### src/rtl/hazard_pkg.sv
// Shared types for the hazard tracker: pipeline slot record, bubble value, stall reasons.
// HAZARD_ZERO_REG_EN makes register 0 a hardwired zero that never matches or writes.
package hazard_pkg;

  localparam int HZ_REG_W = 3;

`ifdef HAZARD_ZERO_REG_EN
  localparam bit ZERO_REG = 1'b1;
`else
  localparam bit ZERO_REG = 1'b0;
`endif

  typedef struct packed {
    logic [HZ_REG_W-1:0] rd;
    logic                wr;
    logic                ld;
  } slot_t;

  localparam slot_t BUBBLE = '{rd: '0, wr: 1'b0, ld: 1'b0};

  typedef enum logic [1:0] {
    SR_NONE,
    SR_LOAD_USE,
    SR_BR_EX,
    SR_BR_LDMEM
  } stall_reason_e;

  function automatic logic rd_writable(input logic [HZ_REG_W-1:0] r);
    return !ZERO_REG || (r != '0);
  endfunction

  function automatic logic slot_match(input slot_t s, input logic [HZ_REG_W-1:0] r);
    return s.wr && (s.rd == r) && rd_writable(r);
  endfunction

endpackage

### src/rtl/hazard_stall_cnt.sv
// Saturating up-counter with enable; counts stall cycles for performance monitoring.
// Holds at all-ones instead of wrapping.
module hazard_stall_cnt #(
  parameter int W = 16
) (
  input  logic         clock,
  input  logic         reset_n,
  input  logic         en,
  output logic [W-1:0] count
);

  logic [W-1:0] count_q, count_d;

  always_comb begin
    count_d = count_q;
    if (en && (count_q != '1)) count_d = count_q + 1'b1;
  end

  always_ff @(posedge clock or negedge reset_n) begin
    if (!reset_n) count_q <= '0;
    else          count_q <= count_d;
  end

  assign count = count_q;

endmodule

### src/rtl/hazard_tracker.sv
// Tracks EX/MEM/WB destination registers and raises stall/flush for hazards forwarding cannot cover.
// Optional HAZARD_ZERO_REG_EN: register 0 is hardwired zero (never written, never matched).
module hazard_tracker
  import hazard_pkg::*;
#(
  parameter int REG_W       = HZ_REG_W,  // must equal the package slot width
  parameter int STALL_CNT_W = 16
) (
  input  logic                   clock,
  input  logic                   reset_n,
  input  logic                   id_valid,
  input  logic [REG_W-1:0]       id_rs1,
  input  logic [REG_W-1:0]       id_rs2,
  input  logic                   id_use_rs1,
  input  logic                   id_use_rs2,
  input  logic [REG_W-1:0]       id_rd,
  input  logic                   id_regwrite,
  input  logic                   id_is_load,
  input  logic                   id_is_branch,
  input  logic                   id_branch_taken,
  output logic [REG_W-1:0]       rdEX,
  output logic [REG_W-1:0]       rdMEM,
  output logic [REG_W-1:0]       rdWB,
  output logic                   wrEX,
  output logic                   wrMEM,
  output logic                   wrWB,
  output logic                   stall,
  output logic                   flush,
  output logic [STALL_CNT_W-1:0] stall_count
);

  slot_t            ex_q, ex_d, mem_q, mem_d;
  logic [REG_W-1:0] wb_rd_q, wb_rd_d;
  logic             wb_wr_q, wb_wr_d;
  stall_reason_e    reason;
  logic             ex_dep, mem_dep;

  always_comb begin
    ex_dep  = (id_use_rs1 && slot_match(ex_q, id_rs1)) ||
              (id_use_rs2 && slot_match(ex_q, id_rs2));
    mem_dep = (id_use_rs1 && slot_match(mem_q, id_rs1)) ||
              (id_use_rs2 && slot_match(mem_q, id_rs2));

    // Branches resolve in ID and can only take forwarded values from MEM.
    reason = SR_NONE;
    if (id_valid) begin
      if (ex_q.ld && ex_dep)                       reason = SR_LOAD_USE;
      else if (id_is_branch && ex_dep)             reason = SR_BR_EX;
      else if (id_is_branch && mem_q.ld && mem_dep) reason = SR_BR_LDMEM;
    end

    stall = (reason != SR_NONE);
    flush = id_valid && id_is_branch && id_branch_taken && !stall;

    ex_d = BUBBLE;
    if (id_valid && !stall) begin
      ex_d.rd = id_rd;
      ex_d.wr = id_regwrite && rd_writable(id_rd);
      ex_d.ld = id_is_load && ex_d.wr;
    end

    mem_d   = ex_q;
    wb_rd_d = mem_q.rd;
    wb_wr_d = mem_q.wr;
  end

  always_ff @(posedge clock or negedge reset_n) begin
    if (!reset_n) begin
      ex_q    <= BUBBLE;
      mem_q   <= BUBBLE;
      wb_rd_q <= '0;
      wb_wr_q <= 1'b0;
    end else begin
      ex_q    <= ex_d;
      mem_q   <= mem_d;
      wb_rd_q <= wb_rd_d;
      wb_wr_q <= wb_wr_d;
    end
  end

  assign rdEX  = ex_q.rd;
  assign rdMEM = mem_q.rd;
  assign rdWB  = wb_rd_q;
  assign wrEX  = ex_q.wr;
  assign wrMEM = mem_q.wr;
  assign wrWB  = wb_wr_q;

  hazard_stall_cnt #(.W(STALL_CNT_W)) u_stall_cnt (
    .clock   (clock),
    .reset_n (reset_n),
    .en      (stall),
    .count   (stall_count)
  );

endmodule

### config.mk
export PLATFORM = sky130hd
export DESIGN_NAME = hazard_tracker
export DESIGN_NICKNAME = d
export VERILOG_FILES = /design/src/rtl/hazard_pkg.sv /design/src/rtl/hazard_stall_cnt.sv /design/src/rtl/hazard_tracker.sv
export SDC_FILE = /design/constraint.sdc
export NUM_CORES = 1
export LEC_CHECK = 0
export BUFFER_PORTS_ARGS = -buffer_cell sky130_fd_sc_hd__buf_4
export CORE_MARGIN = 1.5
export CORE_UTILIZATION = 52
export DETAILED_ROUTE_END_ITERATION = 10
export PLACE_DENSITY = 0.86
export REMOVE_ABC_BUFFERS = 1
export SLEW_MARGIN = 20
export SYNTH_ARGS = -nofsm -noshare
export SYNTH_HDL_FRONTEND = slang
export SYNTH_SLANG_ARGS = --single-unit
### constraint.sdc
create_clock -name clock -period 3.2 [get_ports clock]
set_input_delay 0 -clock clock [delete_from_list [all_inputs] [get_ports clock]]
set_output_delay 0 -clock clock [all_outputs]
set_load 0.02 [all_outputs]
==> results of run 1 <==
-- worst min path at each step --
stage	slack, ns	endpoint	start
floorplan	-0.30	ex_q[0]	reset_n
global placement	-0.06	rdEX[1]	reset_n
detailed placement	-0.06	rdEX[1]	reset_n
CTS	0.13	u_stall_cnt.count[14]	reset_n
global route	0.14	u_stall_cnt.count[14]	reset_n
finish	0.12	rdEX[1]	reset_n
-- state kept, by name (all words and copies together) (netlist names) --
register / count
u_stall_cnt.count: 16
rdEX: 3
rdMEM: 3
rdWB: 3
ex_q: 1
mem_q: 1
wrEX: 1
wrMEM: 1
wrWB: 1
-- per-layer routing --
layer | global-route usage, % | vias up | share of wire [%]
met5 | 0 | - | 0
met3 | 8.20 | 7 | 5.0
met2 | 36.5 | 29 | 52
li1 | - | 503 | -
met1 | 27.7 | 519 | 41
met4 | 10.4 | 0 | 1.6
-- power groups by stage --
| stage | logic, uW | clock network (uW) | registers (uW) |
|---|---|---|---|
| after detailed placement | 114 | 0 | 425 |
| after global placement | 110 | 0 | 422 |
| final | 119 | 234 | 418 |
| after CTS | 121 | 239 | 418 |
| after floorplan | 30.7 | 0 | 443 |
| after global routing | 127 | 265 | 421 |
-- cell type report --
type	count	area, um2	area share, %
tap	30	37.5	2.06
sequential	30	751	41.2
inverter	4	15.0	0.823
multi-input combinational	78	548	30.0
clock buffer	7	55.1	3.02
timing repair buffer	53	413	22.6
clock inverter	1	5.00	0.274
-- placed cells by master (no fill, tap or decap), drive strengths merged, types with 5 or more instances in the layout --
cell type	netlist	layout
buf	7	47
clkbuf	0	7
dfrtp	30	30
dlygate4sd3	0	6
nand3	9	9
nand4	5	5
nor2	6	6
nor3	5	5
xnor2	15	15
xor2	10	10
-- metrics by stage --
stage / worst slack (ns) / area (um2) / util (%)
2_1_floorplan: 1.09 / 1310 / -
3_3_place_gp: 1.17 / 1700 / 68.8
3_5_place_dp: 1.07 / 1700 / 68.8
4_1_cts: 1.04 / 1820 / 73.6
5_1_grt: 0.914 / 1820 / 73.6
6_report: 1.04 / 1820 / 73.6
-- logic make-up (layout without fill, tap and decap cells) --
group / after synthesis / count (layout) / share of synthesized area [%]
buffers and inverters: 11 / 65 / 5.20
adders and majority gates: 1 / 1 / 0.913
and+or+nand+nor: 44 / 44 / 18.0
xor gates and xnor gates: 25 / 25 / 16.0
AOI/OAI and AO/OA: 5 / 5 / 2.65
DFF: 30 / 30 / 54.8
muxes: 3 / 3 / 2.47
==> summary.txt, run 1 <==
Routing
  – Routed wire length per instance: 14.3 um
  – Final ANT Viol Nets: 0
  – Number of remaining DRC errors: 0
  – Vias per std cell: 5.21
  – Routed Wire Length: 2900 um
  – First-iteration detailed-routing DRC count: 20
  – Detailed-routing iteration count for the pre-antenna-repair pass: 4
  – Via Count: 1058

CTS
  – Number of hold buffers added after CTS: 6
  – Clock tree from TritonCTS: done
  – Source-to-sink clock delay at the later pin of the worst-skew pair: 0.33 ns
  – Buffers inserted by post-CTS timing repair: 0
  – Clk sinks: 30
  – Clk pin slew, worst setup/hold paths: 0.09 ns
  – H-tree depth: 2
  – CTS buffer count: 5
  – Root buffer cell: clkbuf_4
  – Number of gates resized after cts: 0
  – Max Root-Sink Buffers: 2

Yosys
  – Area contributors post-synth: dfrtp_1, xnor2_1, xor2_1
  – Flip-flop and latch count after synthesis: 30
  – Cell types with the highest counts after synthesis: dfrtp_1, xnor2_1, xor2_1
  – Dominant synthesized flop cell: dfrtp_1
  – Post-synth EDFFs: 0
  – Share of async-settable or async-resettable flops after synthesis: 100%
  – Most repeated cell in the gate-level netlist after synthesis: dfrtp_1
  – Count of yosys warnings during synthesis: 0
  – Post-synthesis cell type with the largest combined area: dfrtp_1
  – Synthesized cell area: 0.00137 mm2
  – Area share of the leading cell type in the synthesized netlist: 54.8%
  – Gate count of the mapped netlist: 119
  – Mean post-synth cell area: 11.5 um2
  – Library cells used by synthesis: 29
  – Portion of the post-synthesis area used by sequential elements: 54.8%

Setup path
  – Worst reg2reg endpoint: u_stall_cnt.count[1]
  – Critical path arrival: 2.38 ns
  – Total stage count of the critical path: 6
  – Kind of cell adding the most delay to the critical path: simple AND/OR/NAND/NOR gates
  – Crit Path Max Fanout: 14
  – Required time reported for the critical path endpoint: 3.41 ns
  – Worst R2R Setup Slack: 1.04 ns
  – Critical Path Source Type: flop
  – Slowest stage delay, CP: 0.44 ns
  – Startpoint-to-endpoint class of the critical path: flop to flop
  – RR Startpoint: u_stall_cnt.count[0]
  – Chain of cells forming the critical path: ha_1, nand3_1, or2_1, or3_1, o211ai_2, mux2_1
  – Depth of the worst register-to-register path: 6
  – Highest-delay cell along the critical path: dfrtp_1
  – Critical path endpoint category: flop
  – Critical path buffers and inverters: 0
  – Termination of the worst setup path: u_stall_cnt.count[1]
  – Launch point of the critical path: u_stall_cnt.count[0]

Floorplanning
  – Ports placed on the boundary: 48
  – Placeable core area: 0.00248 mm2
  – Chip Height: 54.3 um
  – Horizontal die dimension: 54.3 um
  – Std-Cell Rows: 18
  – Die area: 0.00295 mm2
  – Initial Util: 55.3%

Power
  – Sequential power share: 54.2%
  – Sw power: 208 uW
  – Sw Share: 26.9%
  – Combinational group share of total power: 15.4%
  – IR drop worst, VDD: 0.000323 V
  – Total internal power: 564 uW
  – Total design power: 772 uW
  – Clock share of power: 30.4%
  – Pwr/cell area: 423 mW/mm2
  – Standby leakage power: 0.000910 uW

STA
  – Setup total negative slack: 0 ns
  – Worst clock skew: 0.00431 ns
  – Unrepaired setup endpoints after global routing: no
  – Final critical-path share of the clock period: 67.6%
  – Highest clock rate: 0.462 GHz
  – Minimum hold slack: 0.120 ns
  – Slew Viols, Final: 0
  – Crit path time final: 2.16 ns
  – Relative slew margins: 60.4%
  – Finish-stage setup viols: 0
  – Transition time at the pin with the least slew margin: 0.592 ns
  – Number of endpoints with negative hold slack in the final report: 0

Placed design
  – Total placed cells including tap cells: 189
  – Total of buffers placed on input and output ports: 47
  – Half-perimeter wire length after detailed placement: 2100 um
  – Routability cong.: 0.874

Finish
  – Ant diodes: 0
  – Non-Filler Instances: 203
  – Share of layout cells above drive strength 1: 34.7%
  – Count of fill cells added during filler insertion: 179
  – Post-layout nets: 191
  – Layout Area Growth over Synthesis: 33.2%

GRT
  – Pin count of the biggest net entering global routing: 31
  – Initial antenna violation count: 0
  – Congestion Overflow GR: 0
  – Global-route wire length before repair: 4600 um
  – Overall global routing resource usage: 22.9%
  – Via count of the first global-routing pass: 1020

Status
  – Run status: complete, no violations

Run
  – Max Cap Viol: 0

Min path
  – Type of the tightest min-delay check: input pin to async pin
(Power assumes the default switching activity.)
==> run 2, diff against run 1 <==
--- a/config.mk
+++ b/config.mk
@@ -5,11 +5,12 @@
 export SDC_FILE = /design/constraint.sdc
 export NUM_CORES = 1
 export LEC_CHECK = 0
+export ABC_AREA = 1
 export BUFFER_PORTS_ARGS = -buffer_cell sky130_fd_sc_hd__buf_4
 export CORE_MARGIN = 1.5
-export CORE_UTILIZATION = 52
+export CORE_UTILIZATION = 47
 export DETAILED_ROUTE_END_ITERATION = 10
-export PLACE_DENSITY = 0.86
+export PLACE_DENSITY = 0.79
 export REMOVE_ABC_BUFFERS = 1
 export SLEW_MARGIN = 20
 export SYNTH_ARGS = -nofsm -noshare
==> constraint.sdc (replaced) <==
create_clock -name clock -period 1.9 [get_ports clock]
set_input_delay 0 -clock clock [delete_from_list [all_inputs] [get_ports clock]]
set_output_delay 0 -clock clock [all_outputs]
set_load 0.02 [all_outputs]
==> run 2 against run 1 <==
Clock skew is 0.0022 ns higher. Fmax is 26% higher. Synthesized cell count is 100% higher. Critical path depth is 3 higher.
==> summary.txt, run 2 <==
Routing
  – Vias per std cell: 4.95 (was 5.21)
  – Detailed-routing iteration count for the pre-antenna-repair pass: 4 (unchanged)
  – Number of remaining DRC errors: 0 (unchanged)
  – First-iteration detailed-routing DRC count: 82 (was 20)
  – Routed Wire Length: 4080 um (was 2900 um)
  – Final ANT Viol Nets: 0 (unchanged)
  – Routed wire length per instance: 11.9 um (was 14.3 um)
  – Via Count: 1697 (was 1058)

STA
  – Relative slew margins: 75.7% (was 60.4%)
  – Highest clock rate: 0.580 GHz (was 0.462 GHz)
  – Worst clock skew: 0.00648 ns (was 0.00431 ns)
  – Setup total negative slack: 0 ns (unchanged)
  – Final critical-path share of the clock period: 90.7% (was 67.6%)
  – Crit path time final: 1.72 ns (was 2.16 ns)
  – Transition time at the pin with the least slew margin: 0.364 ns (was 0.592 ns)
  – Number of endpoints with negative hold slack in the final report: 0 (unchanged)
  – Finish-stage setup viols: 0 (unchanged)
  – Minimum hold slack: 0.0963 ns (was 0.120 ns)
  – Slew Viols, Final: 0 (unchanged)

Floorplanning
  – Placeable core area: 0.00344 mm2 (was 0.00248 mm2)
  – Die area: 0.00408 mm2 (was 0.00295 mm2)
  – Ports placed on the boundary: 48 (unchanged)
  – Std-Cell Rows: 21 (was 18)
  – Initial Util: 50.6% (was 55.3%)
  – Chip Height: 63.9 um (was 54.3 um)
  – Horizontal die dimension: 63.9 um (was 54.3 um)

CTS
  – H-tree depth: 2 (unchanged)
  – Clk sinks: 30 (unchanged)
  – Clk pin slew, worst setup/hold paths: 0.07 ns (was 0.09 ns)
  – Clock tree from TritonCTS: done (unchanged)
  – Root buffer cell: clkbuf_8 (was clkbuf_4)
  – CTS buffer count: 5 (unchanged)
  – Source-to-sink clock delay at the later pin of the worst-skew pair: 0.29 ns (was 0.33 ns)
  – Max Root-Sink Buffers: 2 (unchanged)

Setup path
  – Most common cell type on the critical path: nand2_1
  – Critical Path Source Type: flop (unchanged)
  – Critical path endpoint category: flop (unchanged)
  – Startpoint-to-endpoint class of the critical path: flop to flop (unchanged)
  – Crit Path Max Fanout: 16 (was 14)
  – Worst R2R Setup Slack: 0.18 ns (was 1.04 ns)
  – Required time reported for the critical path endpoint: 2.08 ns (was 3.41 ns)
  – Critical path arrival: 1.90 ns (was 2.38 ns)
  – Chain of cells forming the critical path: ha_1, nand2_1, inv_2, nand2_2, nor2_4, nand4_4, nand3_2, nand2_1, nand2_1 (was ha_1, nand3_1, or2_1, or3_1, o211ai_2, mux2_1)
  – Slowest stage delay, CP: 0.42 ns (was 0.44 ns)
  – Highest-delay cell along the critical path: dfrtp_1 (unchanged)
  – Critical path buffers and inverters: 1 (was 0)
  – Kind of cell adding the most delay to the critical path: simple AND/OR/NAND/NOR gates (unchanged)

Yosys
  – Area contributors post-synth: dfrtp_1, nand2_1, nor2_1 (was dfrtp_1, xnor2_1, xor2_1)
  – Area share of the leading cell type in the synthesized netlist: 43.1% (was 54.8%)
  – Synthesized cell area: 0.00174 mm2 (was 0.00137 mm2)
  – Post-synth EDFFs: 0 (unchanged)
  – Most repeated cell in the gate-level netlist after synthesis: nand2_1 (was dfrtp_1)
  – Mean post-synth cell area: 7.20 um2 (was 11.5 um2)
  – Flip-flop and latch count after synthesis: 30 (unchanged)
  – Count of yosys warnings during synthesis: 0 (unchanged)
  – Cell types with the highest counts after synthesis: nand2_1, nor2_1, dfrtp_1 (was dfrtp_1, xnor2_1, xor2_1)
  – Share of async-settable or async-resettable flops after synthesis: 100% (unchanged)
  – Post-synthesis cell type with the largest combined area: dfrtp_1 (unchanged)
  – Dominant synthesized flop cell: dfrtp_1 (unchanged)
  – Portion of the post-synthesis area used by sequential elements: 43.1% (was 54.8%)
  – Library cells used by synthesis: 24 (was 29)
  – Gate count of the mapped netlist: 242 (was 119)

GRT
  – Overall global routing resource usage: 22.2% (was 22.9%)
  – GR Util met1: 31.3% (was 27.7%)
  – Congestion Overflow GR: 0 (unchanged)
  – Met2 track demand over resource: 32.6% (was 36.5%)
  – Met3 track demand over resource: 5.28% (was 8.20%)
  – Global-route layer with the greatest usage: met2 (unchanged)
  – Initial antenna violation count: 0 (unchanged)
  – Pin count of the biggest net entering global routing: 31 (unchanged)
  – Global-route wire length before repair: 7010 um (was 4600 um)
  – Via count of the first global-routing pass: 1543 (was 1020)

Power
  – IR drop worst, VDD: 0.000442 V (was 0.000323 V)
  – Standby leakage power: 0.00129 uW (was 0.000910 uW)
  – Pwr/cell area: 740 mW/mm2 (was 423 mW/mm2)

Finish
  – Share of layout cells above drive strength 1: 25.3% (was 34.7%)
  – Largest register FFs: 16 (unchanged)
  – Fin area: 0.00233 mm2 (was 0.00182 mm2)
  – Non-Filler Instances: 343 (was 203)
  – Layout Area Growth over Synthesis: 33.5% (was 33.2%)
  – Ant diodes: 0 (unchanged)
  – Most frequent cells in the layout: nand2_1, buf_4, nor2_1 (was buf_4, dfrtp_1, xnor2_1)
  – Commonest non-fill, non-tap cell in the layout: nand2_1 (was buf_4)
  – Post-layout nets: 315 (was 191)
  – Final core occ: 67.6% (was 73.6%)

Status
  – Run status: complete, no violations (unchanged)

Placed design
  – Half-perimeter wire length after detailed placement: 2840 um (was 2100 um)
  – Placed cell areas: 0.00211 mm2 (was 0.00170 mm2)
  – Total placed cells including tap cells: 328 (was 189)
  – Total of buffers placed on input and output ports: 47 (unchanged)
  – Routability cong.: 0.904 (was 0.874)

Min path
  – Type of the tightest min-delay check: input pin to flop (was input pin to async pin)

Run
  – Max Cap Viol: 0 (unchanged)
[run 2: through the flow]
stage	setup slack [ns]	power, uW
after floorplan	0.232	803
after global placement	0.222	913
after CTS	0.0415	1730
final	0.176	1720
after detailed placement	0.184	917
after global routing	-0.000578	1800
[run 2: worst paths after layout]
check                                        end                 start  cells past startpoint
setup / recovery            u_stall_cnt.count[1]  u_stall_cnt.count[0]                      9
max in group asynchronous   u_stall_cnt.count[0]               reset_n                      2
hold / removal              u_stall_cnt.count[3]              id_valid                      3
hold reg to reg                         mem_q[0]               ex_q[0]                      0
min in group asynchronous  u_stall_cnt.count[10]               reset_n                      2
setup reg to reg            u_stall_cnt.count[1]  u_stall_cnt.count[0]                      9
[run 2: cells by family after synthesis]
logic type      share of synthesized area (%)
simple gates                             40.3
fa+ha+maj                               0.718
xor+xnor                                 5.03
buf+inv                                  9.84
flops                                    43.1
compound gates                           1.01
[run 2: cell type report]
class                   instances  area [um2]
repair buffers                 58         450
inverters                      26        97.6
multi-input cells             175         827
clock buffers                   6        82.6
well taps                      46        57.6
clock inverters                 2        60.1
fillers                       301        1120
flip-flops and latches         30         751
[run 2: timing repair]
action,in CTS,in global routing
setup endpoints to repair,1,7
gates cloned,0,0
pin swaps,0,1
endpoints found under the hold margin,35,0
hold buffers,6,0
setup buffers,0,1
gates resized for setup,1,1
[run 2: power breakdown]
group          switching, uW  leakage, uW  total [uW]  internal (uW)
Clock                    245    0.0000714         804            559
Sequential              29.3     0.000403         696            667
Combinational            123     0.000811         220           97.4
Total                    397      0.00129        1720           1320
[run 2: worst reg2reg max path: cells and delay by family, from the launching register on]
| family | cells | cell delay [ns] |
|---|---|---|
| flops | 1 | 0.42 |
| simple gates | 7 | 0.93 |
| fa+ha+maj | 1 | 0.23 |
| buf+inv | 1 | 0.05 |
[run 2: per-layer routing]
metal | vias up | share of wire (%) | wire length, um
li1 | 853 | - | -
met1 | 780 | 47 | 1920
met2 | 58 | 46 | 1880
met3 | 6 | 5.5 | 223
met4 | 0 | 1.4 | 57
met5 | - | 0 | 0
==> run 3, diff against run 2 <==
--- a/config.mk
+++ b/config.mk
@@ -11,6 +11,7 @@
 export CORE_UTILIZATION = 47
 export DETAILED_ROUTE_END_ITERATION = 10
 export PLACE_DENSITY = 0.79
+export RECOVER_POWER = 50
 export REMOVE_ABC_BUFFERS = 1
 export SLEW_MARGIN = 20
 export SYNTH_ARGS = -nofsm -noshare
==> run 3 against run 2 <==
Cell area is 0.91% lower. Count of clock-buffer cells in the layout unchanged. Register-to-register slack about the same. Setup slack worse by 0.0055 ns. Worst hold slack barely moved. Non-clock buffer count unchanged. Global-route usage unchanged. Sequential power barely moved. Largest power group unchanged.
==> summary.txt, run 3 (same netlist as run 2, synthesis figures left out) <==
Placed design
  – Half-perimeter wire length after detailed placement: 2840 um (unchanged)
  – Placed cell areas: 0.00211 mm2 (unchanged)
  – Routability cong.: 0.904 (unchanged)
  – Post-place setup slack: 0.184 ns (unchanged)
  – Total of buffers placed on input and output ports: 47 (unchanged)
  – Total placed cells including tap cells: 328 (unchanged)

Finish
  – Layout Area Growth over Synthesis: 32.3% (was 33.5%)
  – Share of layout cells above drive strength 1: 23.6% (was 25.3%)
  – Most frequent cells in the layout: nand2_1, buf_4, nor2_1 (unchanged)
  – Fin area: 0.00230 mm2 (was 0.00233 mm2)
  – Count of fill cells added during filler insertion: 308 (was 301)
  – Largest register FFs: 16 (unchanged)
  – Non-Filler Instances: 343 (unchanged)
  – Commonest non-fill, non-tap cell in the layout: nand2_1 (unchanged)
  – Final core occ: 67.0% (was 67.6%)
  – Post-layout nets: 315 (unchanged)
  – Ant diodes: 0 (unchanged)

STA
  – Slew Viols, Final: 0 (unchanged)
  – Finish-stage setup viols: 0 (unchanged)
  – Worst clock skew: 0.00651 ns (was 0.00648 ns)
  – Relative slew margins: 52.7% (was 75.7%)
  – Final critical-path share of the clock period: 91.0% (was 90.7%)
  – Worst setup slack after layout: 0.171 ns (was 0.176 ns)
  – Highest clock rate: 0.578 GHz (was 0.580 GHz)
  – Number of endpoints with negative hold slack in the final report: 0 (unchanged)
  – Crit path time final: 1.73 ns (was 1.72 ns)
  – Transition time at the pin with the least slew margin: 0.709 ns (was 0.364 ns)

GRT
  – Overall global routing resource usage: 22.2% (unchanged)
  – Via count of the first global-routing pass: 1543 (unchanged)
  – Global-route wire length before repair: 7010 um (unchanged)
  – Congestion Overflow GR: 0 (unchanged)
  – Pin count of the biggest net entering global routing: 31 (unchanged)
  – Initial antenna violation count: 0 (unchanged)

Floorplanning
  – Std-Cell Rows: 21 (unchanged)
  – Ports placed on the boundary: 48 (unchanged)
  – Die area: 0.00408 mm2 (unchanged)
  – Placeable core area: 0.00344 mm2 (unchanged)
  – Horizontal die dimension: 63.9 um (unchanged)
  – Chip Height: 63.9 um (unchanged)
  – Initial Util: 50.6% (unchanged)

CTS
  – Source-to-sink clock delay at the later pin of the worst-skew pair: 0.29 ns (about the same)
  – CTS buffer count: 5 (unchanged)
  – Clock tree from TritonCTS: done (unchanged)
  – Max Root-Sink Buffers: 2 (unchanged)
  – Clk pin slew, worst setup/hold paths: 0.07 ns (about the same)
  – Clk sinks: 30 (unchanged)
  – H-tree depth: 2 (unchanged)
  – Root buffer cell: clkbuf_8 (unchanged)

Min path
  – Cells on Worst Hold Path: 3 (unchanged)
  – Start point of the worst min-delay path: id_valid (unchanged)
  – Worst min-delay path endpoint: u_stall_cnt.count[3] (unchanged)
  – Type of the tightest min-delay check: input pin to flop (unchanged)

Routing
  – Detailed-routing iteration count for the pre-antenna-repair pass: 4 (unchanged)
  – Final ANT Viol Nets: 0 (unchanged)
  – Number of remaining DRC errors: 0 (unchanged)
  – Via Count: 1701 (was 1697)
  – Routed wire length per instance: 12.0 um (was 11.9 um)
  – Routed Wire Length: 4110 um (was 4080 um)
  – First-iteration detailed-routing DRC count: 82 (unchanged)
  – Vias per std cell: 4.96 (was 4.95)

Setup path
  – Critical path buffers and inverters: 1 (unchanged)
  – Startpoint-to-endpoint class of the critical path: flop to flop (unchanged)
  – Most common cell type on the critical path: nand2_1 (unchanged)
  – Chain of cells forming the critical path: ha_1, nand2_1, inv_2, nand2_2, nor2_4, nand4_4, nand3_2, nand2_1, nand2_1 (unchanged)
  – Required time reported for the critical path endpoint: 2.08 ns (about the same)
  – Worst R2R Setup Slack: 0.17 ns (was 0.18 ns)
  – Highest-delay cell along the critical path: dfrtp_1 (unchanged)
  – Kind of cell adding the most delay to the critical path: simple AND/OR/NAND/NOR gates (unchanged)
  – Critical path arrival: 1.91 ns (was 1.90 ns)
  – RR Startpoint: u_stall_cnt.count[0] (unchanged)
  – Slowest stage delay, CP: 0.42 ns (about the same)
  – Critical path endpoint category: flop (unchanged)
  – Depth of the worst register-to-register path: 9 (unchanged)
  – Critical Path Source Type: flop (unchanged)
  – Worst reg2reg endpoint: u_stall_cnt.count[1] (unchanged)
  – Crit Path Max Fanout: 16 (unchanged)

Power
  – Pwr/cell area: 744 mW/mm2 (was 740 mW/mm2)
  – IR drop worst, VDD: 0.000442 V (about the same)
  – Total design power: 1720 uW (about the same)
  – Standby leakage power: 0.00127 uW (was 0.00129 uW)

Status
  – Run status: complete, no violations (unchanged)

Run
  – Max Cap Viol: 0 (unchanged)
==> run 3: cell count changes in the layout (fill, tap and decap cells not counted), sizes merged <==
cell | before | now
buf | 52 | 46
clkbuf | 6 | 12
==> run 3: power by group <==
part | internal [uW] | switching [uW]
Clock | 559 | 245
Sequential | 667 | 29.1
Combinational | 91.9 | 123
Total | 1320 | 397
==> run 3: through the flow <==
stage                     hold WS (ns)   TNS (ns)
after global placement         -0.0571          0
final                           0.0963          0
after global routing            0.0967  -0.000578
after floorplan                 -0.296          0
after detailed placement       -0.0582          0
after CTS                       0.0821          0
==> run 3: worst max-delay path by stage <==
| stage | to | cells after the start | slack, ns | from |
|---|---|---|---|---|
| 3_5_place_dp | u_stall_cnt.count[10] | 11 | 0.18 | rdEX[1] |
| 2_1_floorplan | u_stall_cnt.count[12] | 9 | 0.23 | u_stall_cnt.count[0] |
| 5_1_grt | flush | 12 | -0.0006 | rdEX[2] |
| 4_1_cts | flush | 12 | 0.04 | rdEX[1] |
| 6_report | u_stall_cnt.count[1] | 9 | 0.17 | u_stall_cnt.count[0] |
| 3_3_place_gp | u_stall_cnt.count[0] | 11 | 0.22 | rdEX[1] |
==> run 3: area by class of cell <==
| cell class | count | area (um2) | area share (%) |
|---|---|---|---|
| multi-input combinational | 175 | 827 | 35.9 |
| inverter | 26 | 97.6 | 4.23 |
| clock buffer | 6 | 82.6 | 3.58 |
| timing repair buffer | 58 | 429 | 18.6 |
| sequential | 30 | 751 | 32.6 |
| tap | 46 | 57.6 | 2.50 |
| clock inverter | 2 | 60.1 | 2.61 |
==> run 3: worst register-to-register path, cell delays in order (launching register included) <==
cell	delay, ns
dfrtp_1	0.42
ha_1	0.23
nand2_1	0.10
inv_2	0.05
nand2_2	0.11
nor2_4	0.06
nand4_4	0.12
nand3_2	0.32
nand2_1	0.16
nand2_1	0.06
==> run 3: per-layer routing <==
layer	part of all wire, %	GRT usage (%)	vias up	wire (um)
met5	0	0	-	0
met4	1.4	9.51	0	57
met3	5.4	5.28	6	221
met2	46	32.6	60	1890
met1	47	31.3	782	1930
li1	-	-	853	-
==> run 3: timing repair <==
action	in CTS	in global routing
gates resized for setup	1	1
hold buffers	6	0
gates cloned	0	0
endpoints found under the hold margin	35	0
endpoints found under the setup margin	1	7
setup buffers	0	1
pin swaps	0	1
